[config.mk]
export PLATFORM = sky130hd
export DESIGN_NAME = rotshift_pipe
export DESIGN_NICKNAME = d
export VERILOG_FILES = /design/src/rtl/rotshift_pipe.sv
export SDC_FILE = /design/constraint.sdc
export NUM_CORES = 1
export LEC_CHECK = 0
export CAP_MARGIN = 15
export CORE_MARGIN = 2
export CORE_UTILIZATION = 40
export CTS_CLUSTER_SIZE = 8
export DETAILED_ROUTE_END_ITERATION = 10
export PLACE_DENSITY = 0.69
export SYNTH_ARGS = -nofsm -noshare
export SYNTH_HDL_FRONTEND = slang
export SYNTH_SLANG_ARGS = --single-unit
[constraint.sdc]
create_clock -name clk -period 1.8 [get_ports clk]
set_input_delay 0.18 -clock clk [delete_from_list [all_inputs] [get_ports clk]]
set_output_delay 0.18 -clock clk [all_outputs]
set_load 0.005 [all_outputs]
[src/rtl/rotshift_pipe.sv]
// Pipelined barrel rotator/shifter (ROR/ROL/SHR/SAR), one amount bit per stage, LSB stage first.
// Latency AMT_W stages, bubble-collapsing valid/ready backpressure; ROTSHIFT_STATS_EN adds transfer/stall counters.
module rotshift_pipe #(
    parameter int WIDTH = 32,
    localparam int AMT_W = $clog2(WIDTH)
) (
    input  logic             clk,
    input  logic             rst_n,
    input  logic             in_valid,
    output logic             in_ready,
    input  logic [WIDTH-1:0] in_data,
    input  logic [AMT_W-1:0] in_amt,
    input  logic [1:0]       in_mode,
    output logic             out_valid,
    input  logic             out_ready,
    output logic [WIDTH-1:0] out_data
`ifdef ROTSHIFT_STATS_EN
    ,
    output logic [31:0]      stat_xfers,
    output logic [31:0]      stat_stalls,
    input  logic             stat_clr
`endif
);

    localparam logic [1:0] MODE_ROR = 2'b00;
    localparam logic [1:0] MODE_ROL = 2'b01;
    localparam logic [1:0] MODE_SHR = 2'b10;
    localparam logic [1:0] MODE_SAR = 2'b11;

    generate
        if (WIDTH < 4 || (WIDTH & (WIDTH - 1)) != 0) begin : g_bad_width
            $fatal(1, "rotshift_pipe: WIDTH must be a power of two and at least 4");
        end
    endgenerate

    function automatic logic [WIDTH-1:0] stage_op(input logic [WIDTH-1:0] d,
                                                 input logic [1:0] m,
                                                 input int sh);
        logic [WIDTH-1:0] r;
        case (m)
            MODE_SHR: r = d >> sh;
            MODE_SAR: r = $signed(d) >>> sh;
            default:  r = (d >> sh) | (d << (WIDTH - sh));
        endcase
        return r;
    endfunction

    logic [AMT_W-1:0] vld_q, vld_d;
    logic [WIDTH-1:0] dat_q  [AMT_W];
    logic [WIDTH-1:0] dat_d  [AMT_W];
    logic [AMT_W-1:0] amt_q  [AMT_W];
    logic [AMT_W-1:0] amt_d  [AMT_W];
    logic [1:0]       mode_q [AMT_W];
    logic [1:0]       mode_d [AMT_W];

    logic [AMT_W-1:0] adv;
    logic             in_fire;
    logic [AMT_W-1:0] amt_eff;
    logic [1:0]       mode_eff;
    logic             unused_bits;

    always_comb begin
        adv = '0;
        adv[AMT_W-1] = vld_q[AMT_W-1] && out_ready;
        for (int k = AMT_W - 2; k >= 0; k--) begin
            adv[k] = vld_q[k] && (!vld_q[k+1] || adv[k+1]);
        end
        in_ready = !vld_q[0] || adv[0];
        in_fire  = in_valid && in_ready;

        // ROL by n is ROR by (WIDTH - n) mod WIDTH; the amount register wraps naturally
        amt_eff  = (in_mode == MODE_ROL) ? ('0 - in_amt) : in_amt;
        mode_eff = (in_mode == MODE_ROL) ? MODE_ROR : in_mode;

        vld_d  = vld_q;
        dat_d  = dat_q;
        amt_d  = amt_q;
        mode_d = mode_q;

        if (in_fire) begin
            vld_d[0]  = 1'b1;
            dat_d[0]  = amt_eff[0] ? stage_op(in_data, mode_eff, 1) : in_data;
            amt_d[0]  = amt_eff;
            mode_d[0] = mode_eff;
        end else if (adv[0]) begin
            vld_d[0] = 1'b0;
        end

        for (int k = 1; k < AMT_W; k++) begin
            if (adv[k-1]) begin
                vld_d[k]  = 1'b1;
                dat_d[k]  = amt_q[k-1][k] ? stage_op(dat_q[k-1], mode_q[k-1], 1 << k)
                                          : dat_q[k-1];
                amt_d[k]  = amt_q[k-1];
                mode_d[k] = mode_q[k-1];
            end else if (adv[k]) begin
                vld_d[k] = 1'b0;
            end
        end

        unused_bits = ^mode_q[AMT_W-1];
        for (int k = 0; k < AMT_W; k++) begin
            unused_bits = unused_bits ^ (^amt_q[k]);
        end
    end

    always_ff @(posedge clk or negedge rst_n) begin
        if (!rst_n) begin
            vld_q <= '0;
            for (int k = 0; k < AMT_W; k++) begin
                dat_q[k]  <= '0;
                amt_q[k]  <= '0;
                mode_q[k] <= '0;
            end
        end else begin
            vld_q  <= vld_d;
            dat_q  <= dat_d;
            amt_q  <= amt_d;
            mode_q <= mode_d;
        end
    end

    assign out_valid = vld_q[AMT_W-1];
    assign out_data  = dat_q[AMT_W-1];

`ifdef ROTSHIFT_STATS_EN
    logic [31:0] xfers_q, xfers_d;
    logic [31:0] stalls_q, stalls_d;

    always_comb begin
        xfers_d  = xfers_q;
        stalls_d = stalls_q;
        if (stat_clr) begin
            xfers_d  = '0;
            stalls_d = '0;
        end else begin
            if (out_valid && out_ready && xfers_q != 32'hFFFF_FFFF) begin
                xfers_d = xfers_q + 32'd1;
            end
            if (out_valid && !out_ready && stalls_q != 32'hFFFF_FFFF) begin
                stalls_d = stalls_q + 32'd1;
            end
        end
    end

    always_ff @(posedge clk or negedge rst_n) begin
        if (!rst_n) begin
            xfers_q  <= '0;
            stalls_q <= '0;
        end else begin
            xfers_q  <= xfers_d;
            stalls_q <= stalls_d;
        end
    end

    assign stat_xfers  = xfers_q;
    assign stat_stalls = stalls_q;
`endif

endmodule
==> out/metrics.csv <==
metric,value,unit
critPathLaunchType,flip-flop,
worst-path-buf-inv,1,
hold_ws,0.230,ns
wl,16.7,mm
tns,0,ns
vias_per_cell,4.90,
syn_area,8640,µm²
overflow,0,
die_h,151,µm
port_buffers,76,
first_iter_violations,314,
ys_warn_count,0,
firstDrtPassIters,4,
antenna_found_initial,0,
worstPathRequired,1.62,ns
diodes,0,
max_freq,595,MHz
endpoint_kind,output pin,
clock_skew,0.0116,ns
htreeDepth,4,
min_period,1.68,ns
synth_cell_types,27,
clk_latency,0.43,ns
gp_congestion,0.732,
wl_per_cell,14.1,µm
grt_use_total,15.7,%
cp_slowest_cell,dfrtp_1,
cts-root-buf,clkbuf_16,
p_leak,4.53,nW
initial_core_util,41.0,%
hold_path.class,input port to flip-flop,
syn_nets,899,
hold_viol,0,
critPathArrivalTime,1.50,ns
row_count,53,
drive_gt1_share,9.03,%
synthCells,855,
maxCapViolations,0,
maxSlewHeadroom,63.3,%
mostFrequentLayoutCells,"dfrtp_1, nand2_1, o21ai_0",
hpwl,12.4,mm
io_pins,77,
grt_pass1_wl,28.2,mm
ys_seq_area_share,53.0,%
post-route-period-util,93.4,%
worstSetupPathType,flip-flop to output pin,
cts_tree,done,
worstPathCellList,nand4b_4 -> or2_4 -> dlygate4sd2_1,
ir_worst_vdd,0.633,mV
dp.cells,1149,
grt_pass1_vias,5585,
ant_nets,0,
path_max_fanout,4,
synth-edff-count,0,
synthFlopType,dfrtp_1,
finalNonFillerCells,1183,
final-max-slew-violation-count,0,
setup_viol,0,
clock_path_buffers,2,
worstMarginPinSlew,0.549,ns
clock-sinks,183,
cts_buffers,17,
die_area,22800,µm²
die_x,151,µm
final_common_cell,dfrtp_1,
coreArea,21100,µm²
rsz0062_at_grt,no,
drc,0,
fin_nets,939,
crit_family,flip-flops,
num_vias,5791,
syn_area_per_cell,10.1,µm²
crit_path_max_incr_delay,0.43,ns
ys_async_sr_fraction,100,%
status,"complete, no violations",
area_growth_syn_to_layout,18.3,%
grt_start_max_net_pins,65,
ys_seq_elements,183,
clk_pin_slew,0.07,ns
p_per_area,1460,nW/µm²
-- kinds of logic (layout without fill, tap and decap cells) --
family                   count (synthesis)  count (layout)  share of synthesized area [%]
AO/OA/AOI/OAI                          200             200                           12.1
AND/OR/NAND/NOR                        232             232                           11.5
buffers and inverters                   93             146                           6.26
flip-flops                             183             183                           53.0
adder cells (fa/ha/maj)                  1               1                          0.145
multiplexers                           143             143                           16.8
XOR/XNOR                                 3               3                          0.304
-- synth_stat cells, types with 2 or more instances --
cell type  number  area (µm²)
dfrtp_1       183        4580
nand2_1       181         679
o21ai_0       159         796
mux2i_1       130        1300
buf_4          40         300
buf_2          27         135
nor2b_1        24         150
o22ai_1        24         150
clkbuf_1       18        67.6
mux2_2         12         135
o21ai_1        10        50.1
nand2b_1        9        56.3
nand3_1         8        40.0
nor2_1          6        22.5
a21oi_1         4        20.0
buf_1           4        15.0
inv_1           3        11.3
xnor2_1         3        26.3
o21ai_2         2        17.5
-- layout make-up --
class	count	area, µm²
clock buffers	23	458
well taps	275	344
inverters	3	11.3
multi-input cells	579	3540
fillers	1982	10900
repair buffers	111	1160
clock inverters	9	125
flip-flops and latches	183	4580
-- worst paths after layout --
check | start | end | slack [ns] | depth (start not counted)
min in group asynchronous | rst_n | out_data[9] | 0.25 | 2
worst min-delay path | in_amt[0] | amt_q[23] | 0.23 | 5
max in group asynchronous | rst_n | out_data[29] | 0.88 | 3
worst max register to register | vld_q[3] | mode_q[9] | 0.18 | 6
worst min register to register | out_data[11] | out_data[11] | 0.48 | 2
worst max-delay path | vld_q[3] | in_ready | 0.12 | 3
-- stage by stage --
stage / worst slack [ns] / util (%) / cell area (µm²) / total power, W
4_1_cts: 0.0000651 / 48.4 / 10200 / 0.0151
5_1_grt: 0.0562 / 48.5 / 10200 / 0.0160
6_report: 0.119 / 48.5 / 10200 / 0.0150
3_5_place_dp: 0.0134 / 45.6 / 9620 / 0.0114
2_1_floorplan: 0.410 / - / 8640 / 0.00977
3_3_place_gp: 0.0322 / 45.6 / 9620 / 0.0112
-- worst register-to-register path, delay by kind of cell (launching register included) --
family | cells | cell delay, ns
compound gates | 1 | 0.18
buf+inv | 3 | 0.45
flops | 1 | 0.43
mux | 1 | 0.32
simple gates | 1 | 0.12
-- repair_timing --
action / CTS / global route
setup endpoints to repair: 1 / 1
hold endpoints to repair: 40 / 0
buffers inserted: 0 / 1
pin swaps: 0 / 1
hold buffers: 1 / 0
gates cloned: 0 / 0
gates resized for setup: 1 / 2
-- routing by layer --
| layer | global-route usage (%) | up-vias | wire length [µm] |
|---|---|---|---|
| met1 | 21.8 | 2655 | 8410 |
| li1 | - | 3001 | - |
| met5 | 0 | - | 0 |
| met2 | 24.7 | 115 | 7420 |
| met4 | 4.25 | 0 | 252 |
| met3 | 4.07 | 20 | 594 |
-- power breakdown --
group | leakage, nW | switching (W) | total, W | internal, W
logic | 1.95 | 0.00222 | 0.00457 | 0.00236
registers | 2.29 | 0.00115 | 0.00667 | 0.00553
clock network | 0.281 | 0.00150 | 0.00371 | 0.00221
-- state kept, by name, indices dropped and copies added, names as in the netlist --
| signal | flops |
|---|---|
| out_data | 32 |
| amt_q | 10 |
| mode_q | 8 |
| vld_q | 5 |
| dat_q | 128 |
Note: power is estimated with default switching activity, not from simulation.
